===== src/rtl/obi_rr_arbiter.sv =====
// Round-robin N-to-1 OBI arbiter with an in-order owner FIFO that routes each
// rvalid/rdata beat back to the master that issued the transaction.

package obi_pkg;
  typedef struct packed {
    logic        req;
    logic        we;
    logic [3:0]  be;
    logic [31:0] addr;
    logic [31:0] wdata;
  } obi_req_t;

  typedef struct packed {
    logic        gnt;
    logic        rvalid;
    logic [31:0] rdata;
  } obi_resp_t;
endpackage

module obi_rr_arbiter
  import obi_pkg::*;
#(
  parameter int NUM_REQ         = 2,
  parameter int MAX_OUTSTANDING = 2,
  localparam int CNT_W          = $clog2(MAX_OUTSTANDING + 1)
) (
  input  logic             clk_i,
  input  logic             rst_ni,
  input  obi_req_t         master_req_i  [NUM_REQ],
  output obi_resp_t        master_resp_o [NUM_REQ],
  output obi_req_t         slave_req_o,
  input  obi_resp_t        slave_resp_i,
  output logic [CNT_W-1:0] outstanding_o,
  output logic             rsp_err_o
);

  localparam int IDX_W = $clog2(NUM_REQ);
  localparam int PTR_W = (MAX_OUTSTANDING > 1) ? $clog2(MAX_OUTSTANDING) : 1;

  logic [IDX_W-1:0] rr_ptr;
  logic [IDX_W-1:0] cand;
  logic             cand_valid;
  logic [IDX_W-1:0] fifo_q [MAX_OUTSTANDING];
  logic [PTR_W-1:0] wr_ptr;
  logic [PTR_W-1:0] rd_ptr;
  logic [CNT_W-1:0] count;
  logic [IDX_W-1:0] head;
  logic             fifo_full;
  logic             handshake;
  logic             pop;

  function automatic logic [PTR_W-1:0] ptr_inc(input logic [PTR_W-1:0] p);
    return (p == PTR_W'(MAX_OUTSTANDING - 1)) ? '0 : p + PTR_W'(1);
  endfunction

  // First pass covers rr_ptr..NUM_REQ-1, second pass wraps to 0..rr_ptr-1.
  always_comb begin
    cand       = '0;
    cand_valid = 1'b0;
    for (int i = 0; i < NUM_REQ; i++) begin
      if (!cand_valid && master_req_i[i].req && (i >= int'(rr_ptr))) begin
        cand_valid = 1'b1;
        cand       = IDX_W'(i);
      end
    end
    for (int i = 0; i < NUM_REQ; i++) begin
      if (!cand_valid && master_req_i[i].req) begin
        cand_valid = 1'b1;
        cand       = IDX_W'(i);
      end
    end
  end

  assign fifo_full = (count == CNT_W'(MAX_OUTSTANDING));
  assign head      = fifo_q[rd_ptr];
  assign handshake = slave_req_o.req & slave_resp_i.gnt;
  assign pop       = slave_resp_i.rvalid & (count != '0);

  // Held in reset the arbiter forwards nothing, so no handshake can be lost.
  always_comb begin
    slave_req_o = '0;
    for (int i = 0; i < NUM_REQ; i++) begin
      if (cand_valid && (cand == IDX_W'(i))) begin
        slave_req_o = master_req_i[i];
      end
    end
    slave_req_o.req = cand_valid & ~fifo_full & rst_ni;
  end

  always_comb begin
    for (int i = 0; i < NUM_REQ; i++) begin
      master_resp_o[i].gnt    = handshake & (cand == IDX_W'(i));
      master_resp_o[i].rvalid = pop & (head == IDX_W'(i));
      master_resp_o[i].rdata  = rst_ni ? slave_resp_i.rdata : '0;
    end
  end

  always_ff @(posedge clk_i) begin
    if (handshake) begin
      fifo_q[wr_ptr] <= cand;
    end
  end

  always_ff @(posedge clk_i or negedge rst_ni) begin
    if (!rst_ni) begin
      rr_ptr    <= '0;
      wr_ptr    <= '0;
      rd_ptr    <= '0;
      count     <= '0;
      rsp_err_o <= 1'b0;
    end else begin
      if (handshake) begin
        wr_ptr <= ptr_inc(wr_ptr);
        rr_ptr <= (cand == IDX_W'(NUM_REQ - 1)) ? '0 : cand + IDX_W'(1);
      end
      if (pop) begin
        rd_ptr <= ptr_inc(rd_ptr);
      end
      case ({handshake, pop})
        2'b10:   count <= count + CNT_W'(1);
        2'b01:   count <= count - CNT_W'(1);
        default: count <= count;
      endcase
      if (slave_resp_i.rvalid && (count == '0)) begin
        rsp_err_o <= 1'b1;
      end
    end
  end

  assign outstanding_o = count;

endmodule


===== config.mk =====
export PLATFORM = sky130hd
export DESIGN_NAME = obi_rr_arbiter
export DESIGN_NICKNAME = d
export VERILOG_FILES = /design/src/rtl/obi_rr_arbiter.sv
export SDC_FILE = /design/constraint.sdc
export NUM_CORES = 1
export LEC_CHECK = 0
export ABC_AREA = 1
export CAP_MARGIN = 0
export CORE_AREA = 2 2 123 125
export CTS_CLUSTER_DIAMETER = 60
export DETAILED_ROUTE_END_ITERATION = 16
export DIE_AREA = 0 0 125 127
export HOLD_SLACK_MARGIN = 0.02
export PLACE_DENSITY_LB_ADDON = 0.05
export SYNTH_ARGS = -nofsm -noshare
export SYNTH_HDL_FRONTEND = slang
export SYNTH_SLANG_ARGS = --single-unit

===== constraint.sdc =====
create_clock -name clk_i -period 1.9 [get_ports clk_i]
set_input_delay 0.475 -clock clk_i [delete_from_list [all_inputs] [get_ports clk_i]]
set_output_delay 0.475 -clock clk_i [all_outputs]
set_load 0.03 [all_outputs]

==> results.tsv <==
stage	metric	value	unit
status	outcome	finished with violations	
status	failing checks	setup timing	
synth	Synth area leaders	inv_1 22%, nand2_1 21%, o21ai_0 16%	
sta	Final Cycle Share	107	%
worst_setup_path	crit path DAT	1.56	ns
sta	Worst slew margin	78.6	%
placed_design	port bufs	316	
power_and_ir_drop	power per cell area	690	nW/um^2
worst_setup_path	Data required, critical path	1.42	ns
global_routing	first-pass GRT wire length	17.9	mm
worst_setup_path	Critical path origin	rr_ptr	
clock_tree	clk slew on worst S/H paths	0.04	ns
route	final wirelength	12.7	mm
clock_tree	CTS tree	built	
route	Routed WL per cell	14.5	um
layout	leading cell type in the layout, fill and taps excluded	clkdlybuf4s50_1	
layout	register area	210	um^2
power_and_ir_drop	peak supply drop	0.000341	V
route	vias	3313	
layout	final instance area	6160	um^2
global_routing	vias in the first global route	3395	
global_routing	antenna violations before repair	0	
floorplan	Die W	125	um
global_routing	GR peak layer	met2	
layout	antenna cell count	0	
placed_design	routability cong.	0.775	
hold_path	Hold Crit Class	in -> async	
layout	commonest cells after routing, fill and taps aside	173 x clkdlybuf4s50_1, 111 x inv_1, 101 x buf_4	
floorplan	Core Footprint	14400	um^2
placed_design	Post-DP Area	5090	um^2
global_routing	GR Util met1	12.7	%
synth	Ys Warns	0	
route	Pre-antenna DRT Iters	4	
clock_tree	worst skew pair latency	0.23	ns
floorplan	Starting Density	13.5	%
route	Post-DRT Antenna Nets	0	
sta	final setup margin	-0.139	ns
layout	layout cells sized above 1	40.3	%
synth	Synth Cell Area	1940	um^2
global_routing	grt ovf	0	
worst_setup_path	R2R cell count	8	
worst_setup_path	Worst Setup End Kind	output port	
sta	Worst-Margin Slew	0.321	ns
placed_design	Detailed Place HPWL	9.53	mm
synth	top cell type's share of synthesized area	21.6	%
sta	clk_skew	0.00291	ns
power_and_ir_drop	leak pwr	3.19	nW
worst_setup_path	CP delay by family, top	buffers and inverters	
synth	post-synth top area cell	inv_1	
layout	final core occ	42.7	%
worst_setup_path	largest incremental delay on the critical path	0.39	ns
worst_setup_path	worst setup path class	reg -> out	
global_routing	grt met2 use	32.1	%
layout	multi-input logic area	1290	um^2
synth	net count after synthesis	549	
layout	area grow syn2layout	217	%
worst_setup_path	highest fanout seen on the critical path	12	
floorplan	Rows	44	
worst_setup_path	FF-to-FF Start	outstanding_o[0]	
clock_tree	number of CTS-inserted buffers	3	
layout	Layout fillers	1482	
global_routing	largest net degree at the start of global routing	17	
synth	number of synthesized register bits	8	
route	number of remaining DRC errors	0	
clock_tree	depth of the CTS H-tree	1	
route	vias per inst	3.79	
sta	Final min period	2.04	ns
placed_design	Placed Cells incl. Taps	843	
synth	Mapped Cells	372	
layout	nets@finish	868	
synth	register area share after synthesis	10.8	%
route	DRT iter0 DRCs	43	
global_routing	M3 GR Usage	4.44	%
worst_setup_path	critical path's slowest cell	dfrtp_1	
clock_tree	hold-fix buffers at CTS	0	
global_routing	total track usage	14.4	%
worst_setup_path	WP depth	8	
worst_setup_path	startpoint types	flip-flop	
sta	setup violators final	67	
worst_setup_path	Buf/Inv on CP	6	
clock_tree	# clock sinks	8	
sta	Fin. Hold Viols	0	
floorplan	Die ar.	15900	um^2
floorplan	die height	127	um
sta	Final Max Tran Viols	0	
synth	post-synth cell types	21	
clock_tree	clock tree buffer depth	2	
synth	syn_area_per_cell	5.22	um^2
sta	Achievable Freq	0.490	GHz
sta	hold slack	0.198	ns
sta	RSZ-0062 raised after global routing	true	
floorplan	# IOs	317	
layout	fin cells	874	
clock_tree	Clock Root Buffer	clkbuf_16	
run	Max-Cap Viols	0	
worst_setup_path	Critical Path, Cell by Cell	inv_2, buf_6, o21ai_4, buf_12, buf_12, buf_16, o21ai_2, buf_6	
[report_power, final]
part | switching (mW) | internal, mW | leakage, nW
clock | 0.0801 | 0.279 | 0.0382
combinational | 1.81 | 1.78 | 3.07
sequential | 0.0530 | 0.242 | 0.0863
[flip-flops by register name (all words and copies together), names as in the netlist]
name           flops
fifo_q             2
outstanding_o      2
rd_ptr             1
rr_ptr             1
rsp_err_o          1
wr_ptr             1
[cells in the mapped netlist (all sizes together)]
master	instances
nand3	2
and2	1
buf	47
edfxtp	2
or2	1
o21ai	72
nor2	6
nand4	2
dfrtp	6
ha	1
nand2	111
a31o	1
inv	114
clkbuf	3
xor2	2
xnor2	1
[kinds of logic after synthesis]
| group | Yosys count | share of synthesized area, % |
|---|---|---|
| AOI/OAI and AO/OA | 73 | 21.5 |
| DFF | 8 | 10.8 |
| xor gates and xnor gates | 3 | 1.35 |
| and+or+nand+nor | 123 | 24.4 |
| adders and majority gates | 1 | 0.644 |
| buffers and inverters | 164 | 41.3 |
[final cells by class]
cell class / instances / area share (%)
Multi-Input combinational cell: 200 / 21.0
Tap cell: 184 / 3.74
Sequential cell: 8 / 3.41
Inverter: 114 / 7.07
Clock buffer: 4 / 1.28
Timing Repair Buffer: 364 / 63.5
[metal layers]
layer | wire length (um) | vias up
met1 | 3840 | 1438
met3 | 1260 | 4
met4 | 54 | 0
met2 | 7550 | 194
li1 | - | 1677
met5 | 0 | -
[metrics by stage]
| step | setup WS, ns | total power, mW | setup TNS, ns |
|---|---|---|---|
| 6_report | -0.139 | 4.25 | -6.39 |
| 5_1_grt | -0.209 | 4.49 | -11.50 |
| 4_1_cts | -0.170 | 4.10 | -7.44 |
| 3_5_place_dp | -0.612 | 3.11 | -51.57 |
| 3_3_place_gp | -0.589 | 3.12 | -49.43 |
| 2_1_floorplan | -0.00768 | 1.72 | -0.384 |
[final timing paths]
kind | slack [ns] | end
setup / recovery | -0.14 | slave_req_o[22]
setup reg to reg | 0.27 | outstanding_o[1]
hold reg to reg | 0.47 | rsp_err_o
hold / removal | 0.20 | rr_ptr
max in group asynchronous | 1.43 | rd_ptr
min in group clk_i | 0.47 | rsp_err_o
[worst reg2reg max path, cell delays in order, from the launching register on]
cell and delay [ns]:
dfrtp_1 0.44, inv_1 0.11, nand2_1 0.14, nand3_1 0.12, buf_4 0.15, ha_1 0.28
inv_1 0.06, nand3_1 0.08, xor2_1 0.14
[timing repair]
action | 4_1_cts | 5_1_grt
cloned | 7 | 3
endpoints found under the setup margin | 140 | 110
buffers inserted | 14 | 5
pin swaps | 5 | 3
resized for setup | 183 | 53
(Power assumes the default switching activity.)
